--- config.mk ---
export PLATFORM = sky130hd
export DESIGN_NAME = button_event_arbiter
export DESIGN_NICKNAME = d
export VERILOG_FILES = /design/src/rtl/button_pkg.sv /design/src/rtl/btn_debounce_cell.sv /design/src/rtl/button_event_arbiter.sv
export SDC_FILE = /design/constraint.sdc
export NUM_CORES = 1
export LEC_CHECK = 0
export CAP_MARGIN = 20
export CORE_ASPECT_RATIO = 0.9
export CORE_MARGIN = 8
export CORE_UTILIZATION = 65
export DETAILED_ROUTE_END_ITERATION = 8
export PLACE_DENSITY = 0.84
export SLEW_MARGIN = 20
export SYNTH_ARGS = -nofsm -noshare
export SYNTH_HDL_FRONTEND = slang
export SYNTH_SLANG_ARGS = --single-unit
export TNS_END_PERCENT = 30
--- constraint.sdc ---
create_clock -name i_clk -period 4.08 [get_ports i_clk]
set_input_delay 0.816 -clock i_clk [delete_from_list [all_inputs] [get_ports i_clk]]
set_output_delay 0.816 -clock i_clk [all_outputs]
set_load 0.05 [all_outputs]
--- src/rtl/button_pkg.sv ---
// Shared constants for the push-button front end: default debounce time,
// button level encoding and the supported channel count.
package button_pkg;

    localparam int unsigned DEFAULT_DEBOUNCE_LIMIT = 500_000;
    localparam int unsigned MAX_NUM_BTN            = 16;

    localparam logic PUSHED   = 1'b1;
    localparam logic RELEASED = 1'b0;

endpackage

--- src/rtl/btn_debounce_cell.sv ---
// One button channel: 2-FF synchronizer, stability counter and debounced level,
// with a single-cycle pulse on the edge where a release is accepted.
module btn_debounce_cell
    import button_pkg::*;
#(
    parameter int unsigned DEBOUNCE_LIMIT = DEFAULT_DEBOUNCE_LIMIT
) (
    input  logic clk,
    input  logic rst_n,
    input  logic btn_raw,
    output logic level,
    output logic release_pulse
);

    localparam int unsigned CNT_W = $clog2(DEBOUNCE_LIMIT);

    logic             sync_a;
    logic             sync_b;
    logic [CNT_W-1:0] cnt;
    logic             differs;
    logic             expired;

    assign differs       = (sync_b != level);
    assign expired       = differs && (cnt == CNT_W'(DEBOUNCE_LIMIT - 1));
    // Combinational so the pending bit is set on the same edge the level falls.
    assign release_pulse = expired && (level == PUSHED);

    always_ff @(posedge clk or negedge rst_n) begin
        if (!rst_n) begin
            sync_a <= RELEASED;
            sync_b <= RELEASED;
            level  <= RELEASED;
            cnt    <= '0;
        end else begin
            sync_a <= btn_raw;
            sync_b <= sync_a;
            if (!differs) begin
                cnt <= '0;
            end else if (expired) begin
                cnt   <= '0;
                level <= ~level;
            end else begin
                cnt <= cnt + 1'b1;
            end
        end
    end

endmodule

--- src/rtl/button_event_arbiter.sv ---
// Debounces NUM_BTN buttons, latches one pending event per completed release
// and hands them to a single consumer through a round-robin valid/ready slot.
module button_event_arbiter
    import button_pkg::*;
#(
    parameter int unsigned  NUM_BTN        = 4,
    parameter int unsigned  DEBOUNCE_LIMIT = DEFAULT_DEBOUNCE_LIMIT,
    localparam int unsigned IDX_W          = $clog2(NUM_BTN)
) (
    input  logic               i_clk,
    input  logic               i_rst_n,
    input  logic [NUM_BTN-1:0] i_btn,
    input  logic               i_evt_ready,
    input  logic               i_clr_overflow,
    output logic               o_evt_valid,
    output logic [IDX_W-1:0]   o_evt_id,
    output logic [NUM_BTN-1:0] o_btn_level,
    output logic               o_evt_overflow
);

    logic [NUM_BTN-1:0] release_vec;
    logic [NUM_BTN-1:0] pending;
    logic [NUM_BTN-1:0] grant_vec;
    logic [IDX_W-1:0]   last_grant;
    logic [IDX_W-1:0]   cand;
    logic [IDX_W-1:0]   pick;
    logic               found;
    logic               slot_free;
    logic               ovf_set;

    for (genvar g = 0; g < NUM_BTN; g++) begin : g_cell
        btn_debounce_cell #(
            .DEBOUNCE_LIMIT(DEBOUNCE_LIMIT)
        ) u_cell (
            .clk          (i_clk),
            .rst_n        (i_rst_n),
            .btn_raw      (i_btn[g]),
            .level        (o_btn_level[g]),
            .release_pulse(release_vec[g])
        );
    end

    // Search starts one past the last grant and wraps, ending on last_grant itself.
    always_comb begin
        found = 1'b0;
        pick  = '0;
        cand  = '0;
        for (int unsigned i = 1; i <= NUM_BTN; i++) begin
            cand = IDX_W'((32'(last_grant) + i) % NUM_BTN);
            if (!found && pending[cand]) begin
                found = 1'b1;
                pick  = cand;
            end
        end
    end

    assign slot_free = !o_evt_valid || i_evt_ready;
    assign grant_vec = (slot_free && found) ? (NUM_BTN'(1) << pick) : '0;
    assign ovf_set   = |(release_vec & pending & ~grant_vec);

    always_ff @(posedge i_clk or negedge i_rst_n) begin
        if (!i_rst_n) begin
            pending        <= '0;
            last_grant     <= IDX_W'(NUM_BTN - 1);
            o_evt_valid    <= 1'b0;
            o_evt_id       <= '0;
            o_evt_overflow <= 1'b0;
        end else begin
            pending <= (pending & ~grant_vec) | release_vec;
            if (slot_free) begin
                if (found) begin
                    o_evt_valid <= 1'b1;
                    o_evt_id    <= pick;
                    last_grant  <= pick;
                end else begin
                    o_evt_valid <= 1'b0;
                end
            end
            if (ovf_set) begin
                o_evt_overflow <= 1'b1;
            end else if (i_clr_overflow) begin
                o_evt_overflow <= 1'b0;
            end
        end
    end

endmodule

==> impl_metrics.json <==
{
  "run_status": "completed",
  "leakage_nw": 2.16,
  "ys_types": 51,
  "syn_inst": 461,
  "vias": 3192,
  "grt_pass1_vias": 3091,
  "synth_edf_count": 0,
  "areaGrowthSynthToFinish_pct": 8.72,
  "ctsHoldBuffers": 0,
  "ir_drop_mv": 0.288,
  "die-area_sq_um": 10100,
  "r2r-end": "g_cell[3].u_cell.cnt[8]",
  "h-tree-depth": 3,
  "io_pins": 16,
  "seq_power_share_pct": 55.7,
  "cp-start-kind": "flop",
  "synth_compound_area_share_pct": 4.22,
  "drc": 0,
  "post-route-period-util_pct": 59.2,
  "path_class": "flop to output port",
  "initial_utilization_pct": 66.3,
  "holdWs_ns": 0.370,
  "cts.path.max_buffers": 2,
  "drt_first_pass_iters": 4,
  "critical_path.top_delay_family": "buffers and inverters",
  "ys_ff_latch": 98,
  "slew_headroom_pct": 39.9,
  "critPathCaptureType": "output port",
  "finalCriticalPeriod_ns": 2.41,
  "ff2ff_path_depth": 4,
  "rows": 29,
  "hp-class": "flop to flop",
  "die_h_microns": 96.0,
  "synth_common_cells": "dfrtp_1 (96), nor2_1 (95), nand2_1 (34), xnor2_1 (34), xor2_1 (32)",
  "rr_startpoint": "g_cell[3].u_cell.cnt[7]",
  "synth-simple-area-share_pct": 25.2,
  "hold_viol_final": 0,
  "final.fill_count": 512,
  "cts-resized-gates": 0,
  "internal_power_w": 0.00139,
  "fin_skew_ns": 0.00998,
  "worst_slew_pin_slew_ns": 0.902,
  "wl_per_cell_microns": 14.3,
  "clk_pin_slew_ns": 0.09,
  "postSynth.topFlopCell": "dfrtp_1",
  "cp_slowest_cell": "clkdlybuf4s50_1",
  "path_max_fanout": 4,
  "crit_start": "g_cell[0].u_cell.level",
  "pwr-share-clk_pct": 34.7,
  "synth_mux_area_share_pct": 1.19,
  "final-setup-viol-count": 0,
  "cts_sinks": 98,
  "yosysWarningCount": 0,
  "antenna_left": 0,
  "layout.nets": 488,
  "drive_gt1_share_pct": 7.07,
  "synth.most_common_cell": "dfrtp_1",
  "first_iter_violations": 118,
  "maxSlewViolCount": 0,
  "p_comb_share_pct": 9.6,
  "grt_antenna_before_repair": 0,
  "drt-total-wl_microns": 8180,
  "r2r_slack_ns": 1.80,
  "syn-cell-area_sq_um": 4620,
  "cts_tree": "built",
  "synthesis.nets": 473,
  "pwr_density_cell_nw_per_um2": 369,
  "syn_avg_cell_area_sq_um": 10.0,
  "synth_adder_area_share_pct": 1.08,
  "insertion_delay_ns": 0.35,
  "synth_top_area_share_pct": 52.0,
  "p_sw_w": 0.000469,
  "place_congestion": 0.842,
  "cts_setup_buffers": 0,
  "hpwl_microns": 5850,
  "tns_ns": 0,
  "grt_overflow": 0,
  "async_reset_ff_share_pct": 100,
  "grt_first_pass_wirelength_microns": 14200,
  "synth_top_family_by_area": "simple AND/OR/NAND/NOR gates",
  "rsz0062_at_grt": "no",
  "grt_usage_pct": 17.3,
  "cts_buffers": 9,
  "vias_per_cell": 5.56,
  "critPathMaxStageDelay_ns": 0.83,
  "critical_path.cell_chain": "clkdlybuf4s50_1",
  "port_buffers": 15,
  "cap_violations": 0,
  "endpoint": "o_btn_level[0]",
  "antennaDiodeCount": 0,
  "cp_num_buf_inv": 1,
  "worstSetupPathDepth": 1,
  "yosys-top-cells-area": "dfrtp_1 (52%), nor2_1 (7.7%), xnor2_1 (6.4%)",
  "die_w_microns": 105,
  "yosysSeqAreaShare_pct": 53.1,
  "synth-xor-area-share_pct": 12.5,
  "cp.arrival_ns": 1.60,
  "netSwitchingFraction_pct": 25.3,
  "yosysTopAreaCell": "dfrtp_1",
  "core_area_sq_um": 6970,
  "root_buffer": "clkbuf_8",
  "grt_max_degree": 76,
  "crit_required_ns": 3.26,
  "max_freq_mhz": 414
}
## through the flow
stage	worst slack (ns)	power [W]	area (sq um)	util (%)	instances
final	1.67	0.00186	5020	72.1	574
after detailed placement	1.80	0.00123	4810	69.1	558
after global placement	1.88	0.00123	4810	69.1	558
after CTS	1.64	0.00187	5020	72.1	574
after global routing	1.61	0.00194	5020	72.1	574
after floorplan	2.16	0.00117	4620	-	461
## worst min-delay path by stage
stage,startpoint,to,depth (start not counted)
2_1_floorplan,g_cell[0].u_cell.sync_a,g_cell[0].u_cell.sync_b,0
3_3_place_gp,g_cell[2].u_cell.sync_a,g_cell[2].u_cell.sync_b,0
3_5_place_dp,g_cell[1].u_cell.sync_a,g_cell[1].u_cell.sync_b,0
4_1_cts,g_cell[2].u_cell.sync_a,g_cell[2].u_cell.sync_b,0
5_1_grt,g_cell[2].u_cell.sync_a,g_cell[2].u_cell.sync_b,0
6_report,g_cell[1].u_cell.sync_a,g_cell[1].u_cell.sync_b,0
## sequential cells by signal (all words and copies together) (netlist names)
| name | count |
|---|---|
| o_evt_valid | 1 |
| last_grant | 2 |
| o_evt_id | 2 |
| pending | 4 |
| g_cell.u_cell.sync_a | 4 |
| g_cell.u_cell.level | 4 |
| o_evt_overflow | 1 |
| g_cell.u_cell.cnt | 76 |
| g_cell.u_cell.sync_b | 4 |
## final cells by class
cell class	count	area, sq um	area share [%]
clock buffer	11	151	3.01
clock inverter	5	60.1	1.20
inverter	12	45.0	0.897
multi-input combinational	339	2040	40.6
sequential	98	2450	48.9
tap	93	116	2.32
timing repair buffer	16	155	3.09
## cell families after synthesis
family                   Yosys count
adder cells (fa/ha/maj)            4
AND/OR/NAND/NOR                  235
AO/OA/AOI/OAI                     29
XOR/XNOR                          66
buffers and inverters             24
flip-flops                        98
multiplexers                       5
## metal layers
metal  up-vias  track usage [%]  share of wire, %
met3        13             4.82               4.1
li1       1578                -                 -
met4         0             4.74               1.1
met2        61             28.9                48
met1      1540             21.9                46
met5         -                0                 0
## worst reg2reg max path, stage by stage, from the launching register on
cell	delay, ns
dfrtp_1	0.44
or4b_2	0.72
nor4_4	0.30
or2_1	0.56
nor2_1	0.12
## layout by cell type, fill, tap and decap left out, types with 2 or more instances in the layout
cell type,synthesis,routed
nor3_1,9,9
or4b_2,2,2
dfstp_2,2,2
o21ai_1,2,2
clkbuf_8,0,11
dfrtp_1,96,96
or2_2,3,3
nor2_1,95,95
nand2_1,34,34
or4_1,2,2
ha_1,4,4
nor2b_1,8,8
nor4b_1,2,2
and4_1,2,2
nand4_1,12,12
nand2b_1,6,6
nor4_1,6,6
buf_4,4,2
inv_1,12,12
and3_1,13,13
clkdlybuf4s50_1,0,14
a21oi_1,7,7
or3_1,4,4
o21ai_0,6,6
xnor2_1,34,34
mux2_2,4,4
nand3_1,27,27
xor2_1,32,32
a21o_1,4,4
a22o_1,2,2
## power groups by stage
stage,sequential (W),clock (W),combinational (W)
floorplan,0.00108,0,0.0000920
global placement,0.00105,0,0.000173
detailed placement,0.00105,0,0.000178
CTS,0.00103,0.000660,0.000180
global route,0.00104,0.000702,0.000197
finish,0.00103,0.000644,0.000177
Power figures use the tool's default switching activity.
